--- src/rtl/sprite_command_gen_pkg.sv ---
`default_nettype none
// ============================================================================
// Module      : sprite_command_gen_pkg
// Description : Shared FSM encoding, screen geometry, colour constants and
//               button indices for the sprite command generator.
// Revision    : 1.0 - initial release
// ============================================================================
package sprite_command_gen_pkg;

  typedef enum logic [2:0] {
    ST_INIT  = 3'd0,
    ST_IDLE  = 3'd1,
    ST_EVAL  = 3'd2,
    ST_MOVE  = 3'd3,
    ST_COLOR = 3'd4
  } state_t;

  localparam int C_SCREEN_W = 640;
  localparam int C_SCREEN_H = 480;

  localparam logic [2:0] C_COLOR_WHITE = 3'b111;

  // Positions of each button inside the synchronizer bank.
  localparam int C_BTN_UP    = 0;
  localparam int C_BTN_DOWN  = 1;
  localparam int C_BTN_LEFT  = 2;
  localparam int C_BTN_RIGHT = 3;
  localparam int C_BTN_COLOR = 4;
  localparam int C_BTN_HOME  = 5;
  localparam int C_NUM_BTN   = 6;

  // Colour cycle 1..7 with 7 wrapping back to 1; black (0) is never produced.
  function automatic logic [2:0] next_color(input logic [2:0] cur);
    if (cur == 3'd7 || cur == 3'd0) return 3'd1;
    return cur + 3'd1;
  endfunction

endpackage
`default_nettype wire

--- src/rtl/sprite_command_gen_btn_sync.sv ---
`default_nettype none
// ============================================================================
// Module      : sprite_command_gen_btn_sync
// Description : Two-flop synchronizer for a raw push button, followed by a
//               frame-rate sampler that keeps the current and previous
//               frame's level (sampling once per frame debounces the button).
// Revision    : 1.0 - initial release
// ============================================================================
module sprite_command_gen_btn_sync (
  input  logic Clock,
  input  logic Reset,
  input  logic iBtn,
  input  logic iTick,
  output logic oLevel,
  output logic oPrev
);

  logic meta_q;
  logic sync_q;
  logic level_q;
  logic prev_q;

  // Bring the asynchronous button into the clock domain.
  always_ff @(posedge Clock or posedge Reset) begin
    if (Reset) begin
      meta_q <= 1'b0;
      sync_q <= 1'b0;
    end else begin
      meta_q <= iBtn;
      sync_q <= meta_q;
    end
  end

  // Sample once per frame; keep the previous frame's sample for edge detect.
  always_ff @(posedge Clock or posedge Reset) begin
    if (Reset) begin
      level_q <= 1'b0;
      prev_q  <= 1'b0;
    end else if (iTick) begin
      level_q <= sync_q;
      prev_q  <= level_q;
    end
  end

  assign oLevel = level_q;
  assign oPrev  = prev_q;

endmodule
`default_nettype wire

--- src/rtl/sprite_command_gen.sv ---
`default_nettype none
// ============================================================================
// Module      : sprite_command_gen
// Description : Turns push-button input into sprite position and colour
//               commands, at most one of each per frame, issued during
//               vertical blank and clamped so the sprite stays on screen.
// Revision    : 1.0 - initial release
// ============================================================================
module sprite_command_gen
  import sprite_command_gen_pkg::*;
#(
  parameter int         STEP          = 2,
  parameter int         SCREEN_W      = C_SCREEN_W,
  parameter int         SCREEN_H      = C_SCREEN_H,
  parameter int         SPR_SIZE      = 16,
  parameter logic [4:0] HOME_X        = 5'd9,
  parameter logic [4:0] HOME_Y        = 5'd7,
  parameter int         REPEAT_FRAMES = 4
) (
  input  logic       Clock,
  input  logic       Reset,
  input  logic [9:0] iColumnCount,
  input  logic [9:0] iRowCount,
  input  logic [9:0] iPosX,
  input  logic       iBtnUp,
  input  logic       iBtnDown,
  input  logic       iBtnLeft,
  input  logic       iBtnRight,
  input  logic       iBtnColor,
  input  logic       iBtnHome,
  output logic       oChangePos,
  output logic       oAbsolute,
  output logic [4:0] oSetX,
  output logic [4:0] oSetY,
  output logic [2:0] oNewColor,
  output logic       oSetColor,
  output logic [9:0] oPosY
);

  localparam int         REP_W   = $clog2(REPEAT_FRAMES) + 1;
  localparam logic [9:0] C_XMAX  = 10'(SCREEN_W - SPR_SIZE);
  localparam logic [9:0] C_YMAX  = 10'(SCREEN_H - SPR_SIZE);
  localparam logic [9:0] C_STEP  = 10'(STEP);

  // ---------------- frame tick: first cycle of the blank-start condition
  logic w_tick_cond;
  logic cond_q;
  logic w_tick;

  assign w_tick_cond = (iRowCount == 10'(SCREEN_H)) && (iColumnCount == 10'd0);
  assign w_tick      = w_tick_cond && !cond_q;

  // Delay the condition so a counter that stalls yields only one tick.
  always_ff @(posedge Clock or posedge Reset) begin
    if (Reset) cond_q <= 1'b0;
    else       cond_q <= w_tick_cond;
  end

  // ---------------- button synchronizers
  logic [C_NUM_BTN-1:0] w_raw;
  logic [C_NUM_BTN-1:0] w_lvl;
  logic [C_NUM_BTN-1:0] w_prev;
  logic [C_NUM_BTN-1:0] w_press;

  assign w_raw   = {iBtnHome, iBtnColor, iBtnRight, iBtnLeft, iBtnDown, iBtnUp};
  assign w_press = w_lvl & ~w_prev;

  generate
    for (genvar gi = 0; gi < C_NUM_BTN; gi++) begin : g_btn
      sprite_command_gen_btn_sync u_sync (
        .Clock  (Clock),
        .Reset  (Reset),
        .iBtn   (w_raw[gi]),
        .iTick  (w_tick),
        .oLevel (w_lvl[gi]),
        .oPrev  (w_prev[gi])
      );
    end
  endgenerate

  // ---------------- state
  state_t           state_q;
  logic             init_q;
  logic             col_pend_q;
  logic [REP_W-1:0] rep_q;
  logic [2:0]       color_q;
  logic [9:0]       pos_y_q;
  logic             change_pos_q;
  logic             absolute_q;
  logic [4:0]       set_x_q;
  logic [4:0]       set_y_q;
  logic             set_color_q;
  logic [2:0]       new_color_q;

  // ---------------- clamped offsets and move decision
  logic [9:0] w_x_room, w_y_room;
  logic [4:0] w_dx, w_dy;
  logic       w_any_dir, w_fire, w_move;
  logic [2:0] color_d;
  logic [9:0] pos_y_d;

  // Offsets limited to the distance left to each screen edge.
  always_comb begin
    w_x_room = 10'd0;
    w_y_room = 10'd0;
    if (iPosX < C_XMAX)   w_x_room = C_XMAX - iPosX;
    if (pos_y_q < C_YMAX) w_y_room = C_YMAX - pos_y_q;
    w_dx = 5'd0;
    w_dy = 5'd0;
    if (w_lvl[C_BTN_LEFT] && !w_lvl[C_BTN_RIGHT])
      w_dx = 5'd0 - ((iPosX < C_STEP) ? iPosX[4:0] : 5'(STEP));
    else if (w_lvl[C_BTN_RIGHT] && !w_lvl[C_BTN_LEFT])
      w_dx = (w_x_room < C_STEP) ? w_x_room[4:0] : 5'(STEP);
    if (w_lvl[C_BTN_UP] && !w_lvl[C_BTN_DOWN])
      w_dy = 5'd0 - ((pos_y_q < C_STEP) ? pos_y_q[4:0] : 5'(STEP));
    else if (w_lvl[C_BTN_DOWN] && !w_lvl[C_BTN_UP])
      w_dy = (w_y_room < C_STEP) ? w_y_room[4:0] : 5'(STEP);
  end

  assign w_any_dir = |w_lvl[C_BTN_RIGHT:C_BTN_UP];
  assign w_fire    = (|w_press[C_BTN_RIGHT:C_BTN_UP]) ||
                     (w_any_dir && (rep_q == REP_W'(REPEAT_FRAMES - 1)));
  assign w_move    = w_fire && ((w_dx != 5'd0) || (w_dy != 5'd0));
  assign color_d   = init_q ? C_COLOR_WHITE : next_color(color_q);
  assign pos_y_d   = pos_y_q + {{5{w_dy[4]}}, w_dy};

  // Command FSM; strobes and payloads are registered and last one cycle.
  always_ff @(posedge Clock or posedge Reset) begin
    if (Reset) begin
      state_q      <= ST_INIT;
      init_q       <= 1'b1;
      col_pend_q   <= 1'b0;
      rep_q        <= '0;
      color_q      <= 3'd0;
      pos_y_q      <= 10'd0;
      change_pos_q <= 1'b0;
      absolute_q   <= 1'b0;
      set_x_q      <= 5'd0;
      set_y_q      <= 5'd0;
      set_color_q  <= 1'b0;
      new_color_q  <= 3'd0;
    end else begin
      change_pos_q <= 1'b0;
      absolute_q   <= 1'b0;
      set_x_q      <= 5'd0;
      set_y_q      <= 5'd0;
      set_color_q  <= 1'b0;
      new_color_q  <= 3'd0;
      case (state_q)
        ST_INIT, ST_IDLE: begin
          if (w_tick) state_q <= ST_EVAL;
        end
        ST_EVAL: begin
          col_pend_q <= w_press[C_BTN_COLOR];
          if (init_q || w_press[C_BTN_HOME]) begin
            // Home: absolute command; the first frame after reset also
            // forces the white colour command that follows it.
            change_pos_q <= 1'b1;
            absolute_q   <= 1'b1;
            set_x_q      <= HOME_X;
            set_y_q      <= HOME_Y;
            pos_y_q      <= {HOME_Y, 5'd0};
            if (init_q) col_pend_q <= 1'b1;
            else        rep_q      <= '0;
            state_q <= ST_MOVE;
          end else begin
            if (!w_any_dir || w_fire) rep_q <= '0;
            else                      rep_q <= rep_q + REP_W'(1);
            if (w_move) begin
              change_pos_q <= 1'b1;
              set_x_q      <= w_dx;
              set_y_q      <= w_dy;
              pos_y_q      <= pos_y_d;
              state_q      <= ST_MOVE;
            end else if (w_press[C_BTN_COLOR]) begin
              set_color_q <= 1'b1;
              new_color_q <= color_d;
              color_q     <= color_d;
              state_q     <= ST_COLOR;
            end else begin
              state_q <= ST_IDLE;
            end
          end
        end
        ST_MOVE: begin
          if (col_pend_q) begin
            set_color_q <= 1'b1;
            new_color_q <= color_d;
            color_q     <= color_d;
            init_q      <= 1'b0;
            state_q     <= ST_COLOR;
          end else begin
            state_q <= ST_IDLE;
          end
        end
        default: state_q <= ST_IDLE;
      endcase
    end
  end

  assign oChangePos = change_pos_q;
  assign oAbsolute  = absolute_q;
  assign oSetX      = set_x_q;
  assign oSetY      = set_y_q;
  assign oSetColor  = set_color_q;
  assign oNewColor  = new_color_q;
  assign oPosY      = pos_y_q;

endmodule
`default_nettype wire

--- config.mk ---
export PLATFORM = sky130hd
export DESIGN_NAME = sprite_command_gen
export DESIGN_NICKNAME = d
export VERILOG_FILES = /design/src/rtl/sprite_command_gen_pkg.sv /design/src/rtl/sprite_command_gen_btn_sync.sv /design/src/rtl/sprite_command_gen.sv
export SDC_FILE = /design/constraint.sdc
export NUM_CORES = 1
export LEC_CHECK = 0
export CORE_MARGIN = 2
export CORE_UTILIZATION = 30
export CTS_CLUSTER_DIAMETER = 50
export DETAILED_ROUTE_END_ITERATION = 7
export GPL_ROUTABILITY_DRIVEN = 0
export PLACE_DENSITY = 0.5
export SETUP_SLACK_MARGIN = 0.5
export SLEW_MARGIN = 10
export SYNTH_ARGS = -nofsm -noshare
export SYNTH_HDL_FRONTEND = slang
export SYNTH_HIERARCHICAL = 1
export SYNTH_SLANG_ARGS = --single-unit
--- constraint.sdc ---
create_clock -name Clock -period 4.4 [get_ports Clock]
set_input_delay 0.88 -clock Clock [delete_from_list [all_inputs] [get_ports Clock]]
set_output_delay 0.88 -clock Clock [all_outputs]
set_load 0.01 [all_outputs]
==> summary.md <==
| Metric | Value |
|---|---|
| First-pass GRT wire length | roughly 13000 µm |
| Synth Area per Inst | about 10 µm² |
| CP Cell Sequence | clkdlybuf4s50_1 -> or4_4 -> nor4_4 -> buf_4 -> ha_1 -> nand3b_1 -> nand2_1 -> o31ai_2 -> o2111ai_2 -> o31ai_4 -> buf_6 -> a21oi_4 -> mux2_1 |
| Buffers on Ports | between 60 and 70 |
| Total Power | 0.00117 W |
| Placed Area | between 4000 and 5000 µm² |
| EDFF count, synth | 0 |
| Row count | 38 |
| Clock Latency Late Sink | ~0.33 ns |
| Fill count | between 1000 and 1500 |
| Setup crit end kind | flop |
| Area Growth Syn to Fin | 33.9% |
| CP Max Fanout | 8 |
| WP data required | roughly 4.6 ns |
| Leakage | ~2.0 nW |
| Fin. Hold Viols | 0 |
| Vias per std cell | ~4.9 |
| Global route overflow | 0 |
| Power density over cell area | approximately 260 nW/µm² |
| Hold WC Path Type | flop to flop |
| Antenna diodes | 0 |
| Share of layout cells above drive strength 1 | about 15% |
| CTS Buffer Depth | 2 |
| CP max stage delay | between 0.5 and 0.6 ns |
| Final Cycle Share | 85.9% |
| Synth Flop Type | dfrtp_1 |
| Warnings from Yosys | 6 |
| Pin count of the biggest net entering global routing | 39 |
| Clock Skews | approximately 0.0066 ns |
| Async SR Flop Fraction | 100% |
| Endpoints failing setup | 0 |
| Critical Path Source Type | input pin |
| CTS tree | yes |
| Netlist cell types | just over 60 |
| Worst setup margin | slightly above 0.6 ns |
| Die Width | about 110 µm |
| Post-Syn Area | around 3400 µm² |
| Via count | about 2700 |
| Initial antenna violation count | 0 |
| I/O pin cnt | 64 |
| Die area | ~12000 µm² |
| Routed wire length | 7590 µm |
| Status | finished, final reports clean |
| Root Driver | clkbuf_8 |
| Slowest-stage cell, CP | or4_4 |
| Dpl hpwl | 5850 µm |
| Final instance area | 4510 µm² |
| Commonest non-fill, non-tap cell in the layout | clkdlybuf4s50_1 |
| H-tree depth | 3 |
| Dpl ws | 0.0946 ns |
| CP top delay family | simple AND/OR/NAND/NOR gates |
| Inst Count DP | 531 |
| Non-Filler Instances | 552 |
| Achievable Freq | 0.264 GHz |
| Slew margin rel. | between 60% and 70% |
| Worst IR drop on VDD | 0.240 mV |
| Post-DR wirelength/cell | approximately 14 µm |
| Initial DRC count | 112 |
| Seq cells post-synth | 62 |
| Max-cap violations | 0 |
| Gr usage total | around 14% |
| Core Region | between 10000 and 15000 µm² |
| Fin crit period | 3.78 ns |
| CP Data Arrival Time | ~4.0 ns |
| Syn Nets | between 300 and 400 |
| Slew @ Worst Pin | a little under 0.6 ns |
| Number of CTS-inserted buffers | 9 |
| CP Class | input pin to flop |
| Layout Nets | ~460 |
| Worst path bufs/invs | 3 |
| Drt pass-1 iters | 4 |
| Clock Sinks | between 60 and 70 |
| DRC violations left | 0 |
| Number of nets with antenna violations after routing | 0 |
| Worst-path clk slew | 0.07 ns |
| Most frequent cells in the layout | clkdlybuf4s50_1, dfrtp_1, inv_1, nand2_1, nor2_1 |
| Max Slew Vio Count | 0 |
| Vert. Die Dim | ~110 µm |
| Seq/Total Area, Yosys | a little under half |
| Mapped Cells | around 320 |
| Setup TNS | 0 ns |
| Initial Util | a little under a third |
| Number of global-route vias before repair | approximately 2800 |
| Unrepaired setup endpoints after global routing | yes |
[state kept, by name (all words and copies together), names as in the netlist, 3 cells and up]
register             flops
oPosY                   10
oSetX                    5
g_btn.u_sync/oLevel      6
g_btn.u_sync/sync_q      6
rep_q                    3
g_btn.u_sync/meta_q      6
state_q                  3
color_q                  3
g_btn.u_sync/oPrev       6
oNewColor                3
oSetY                    5
[cells in the mapped netlist, types with 4 or more instances]
master | number | share of area, %
a21oi_1 | 10 | 1.5
dfrtp_1 | 61 | 45
ha_1 | 17 | 6.3
inv_1 | 38 | 4.2
mux2_2 | 15 | 5.0
mux2i_1 | 4 | 1.2
nand2_1 | 21 | 2.3
nand2b_1 | 5 | 0.93
nand3_1 | 9 | 1.3
nand3b_1 | 4 | 0.89
nand4_1 | 5 | 0.93
nor2_1 | 19 | 2.1
nor2b_1 | 6 | 1.1
nor3_1 | 10 | 1.5
nor4_1 | 5 | 0.93
o21ai_0 | 11 | 1.6
or3_1 | 4 | 0.74
or4b_1 | 6 | 1.8
xnor2_1 | 6 | 1.6
[worst paths after layout]
path / start / end / slack [ns] / cells past startpoint
min in group asynchronous: Reset / g_btn[2].u_sync/oLevel / 0.94 / 2
max in group asynchronous: Reset / init_q / 2.86 / 3
max: iPosX[8] / color_q[0] / 0.62 / 13
max reg2reg: oPosY[3] / oPosY[9] / 0.63 / 14
min: g_btn[4].u_sync/meta_q / g_btn[4].u_sync/sync_q / 0.35 / 0
min reg2reg: g_btn[4].u_sync/meta_q / g_btn[4].u_sync/sync_q / 0.35 / 0
[cell families after synthesis]
group	synth area share, %
AO/OA/AOI/OAI	14.9
XOR/XNOR	1.56
adder cells (fa/ha/maj)	6.91
buffers and inverters	4.91
flip-flops	46.1
multiplexers	6.54
AND/OR/NAND/NOR	19.1
[power by group]
part / internal (W) / switching (W)
registers: 0.000575 / 0.00000113
logic: 0.0000348 / 0.0000251
clock network: 0.000324 / 0.000214
[layer usage]
metal,vias to the layer above,track usage [%],share of wire (%)
met2,69,22.3,46
met4,0,2.35,0.18
li1,1331,-,-
met5,-,0,0
met1,1288,18.5,49
met3,2,3.91,4.8
[through the flow]
step	hold WS, ns	utilization, %
floorplan	0.331	-
global placement	0.331	38.7
global route	0.354	41.4
detailed placement	0.336	38.7
CTS	0.348	40.9
finish	0.351	41.4
[final cells by class]
type	count	area (µm²)	area share, %
clock buffer	14	183	4.05
clock inverter	2	37.5	0.833
inverter	38	143	3.17
multi-input combinational	220	1670	37.1
sequential	62	1550	34.5
tap	140	175	3.89
timing repair buffer	76	744	16.5
[repair_timing]
action | 4_1_cts | 5_1_grt
pin swaps | 0 | 5
resized for setup | 2 | 5
setup endpoints to repair | 4 | 12
buffers inserted | 2 | 3
hold buffers | 0 | 0
Power figures use the tool's default switching activity.
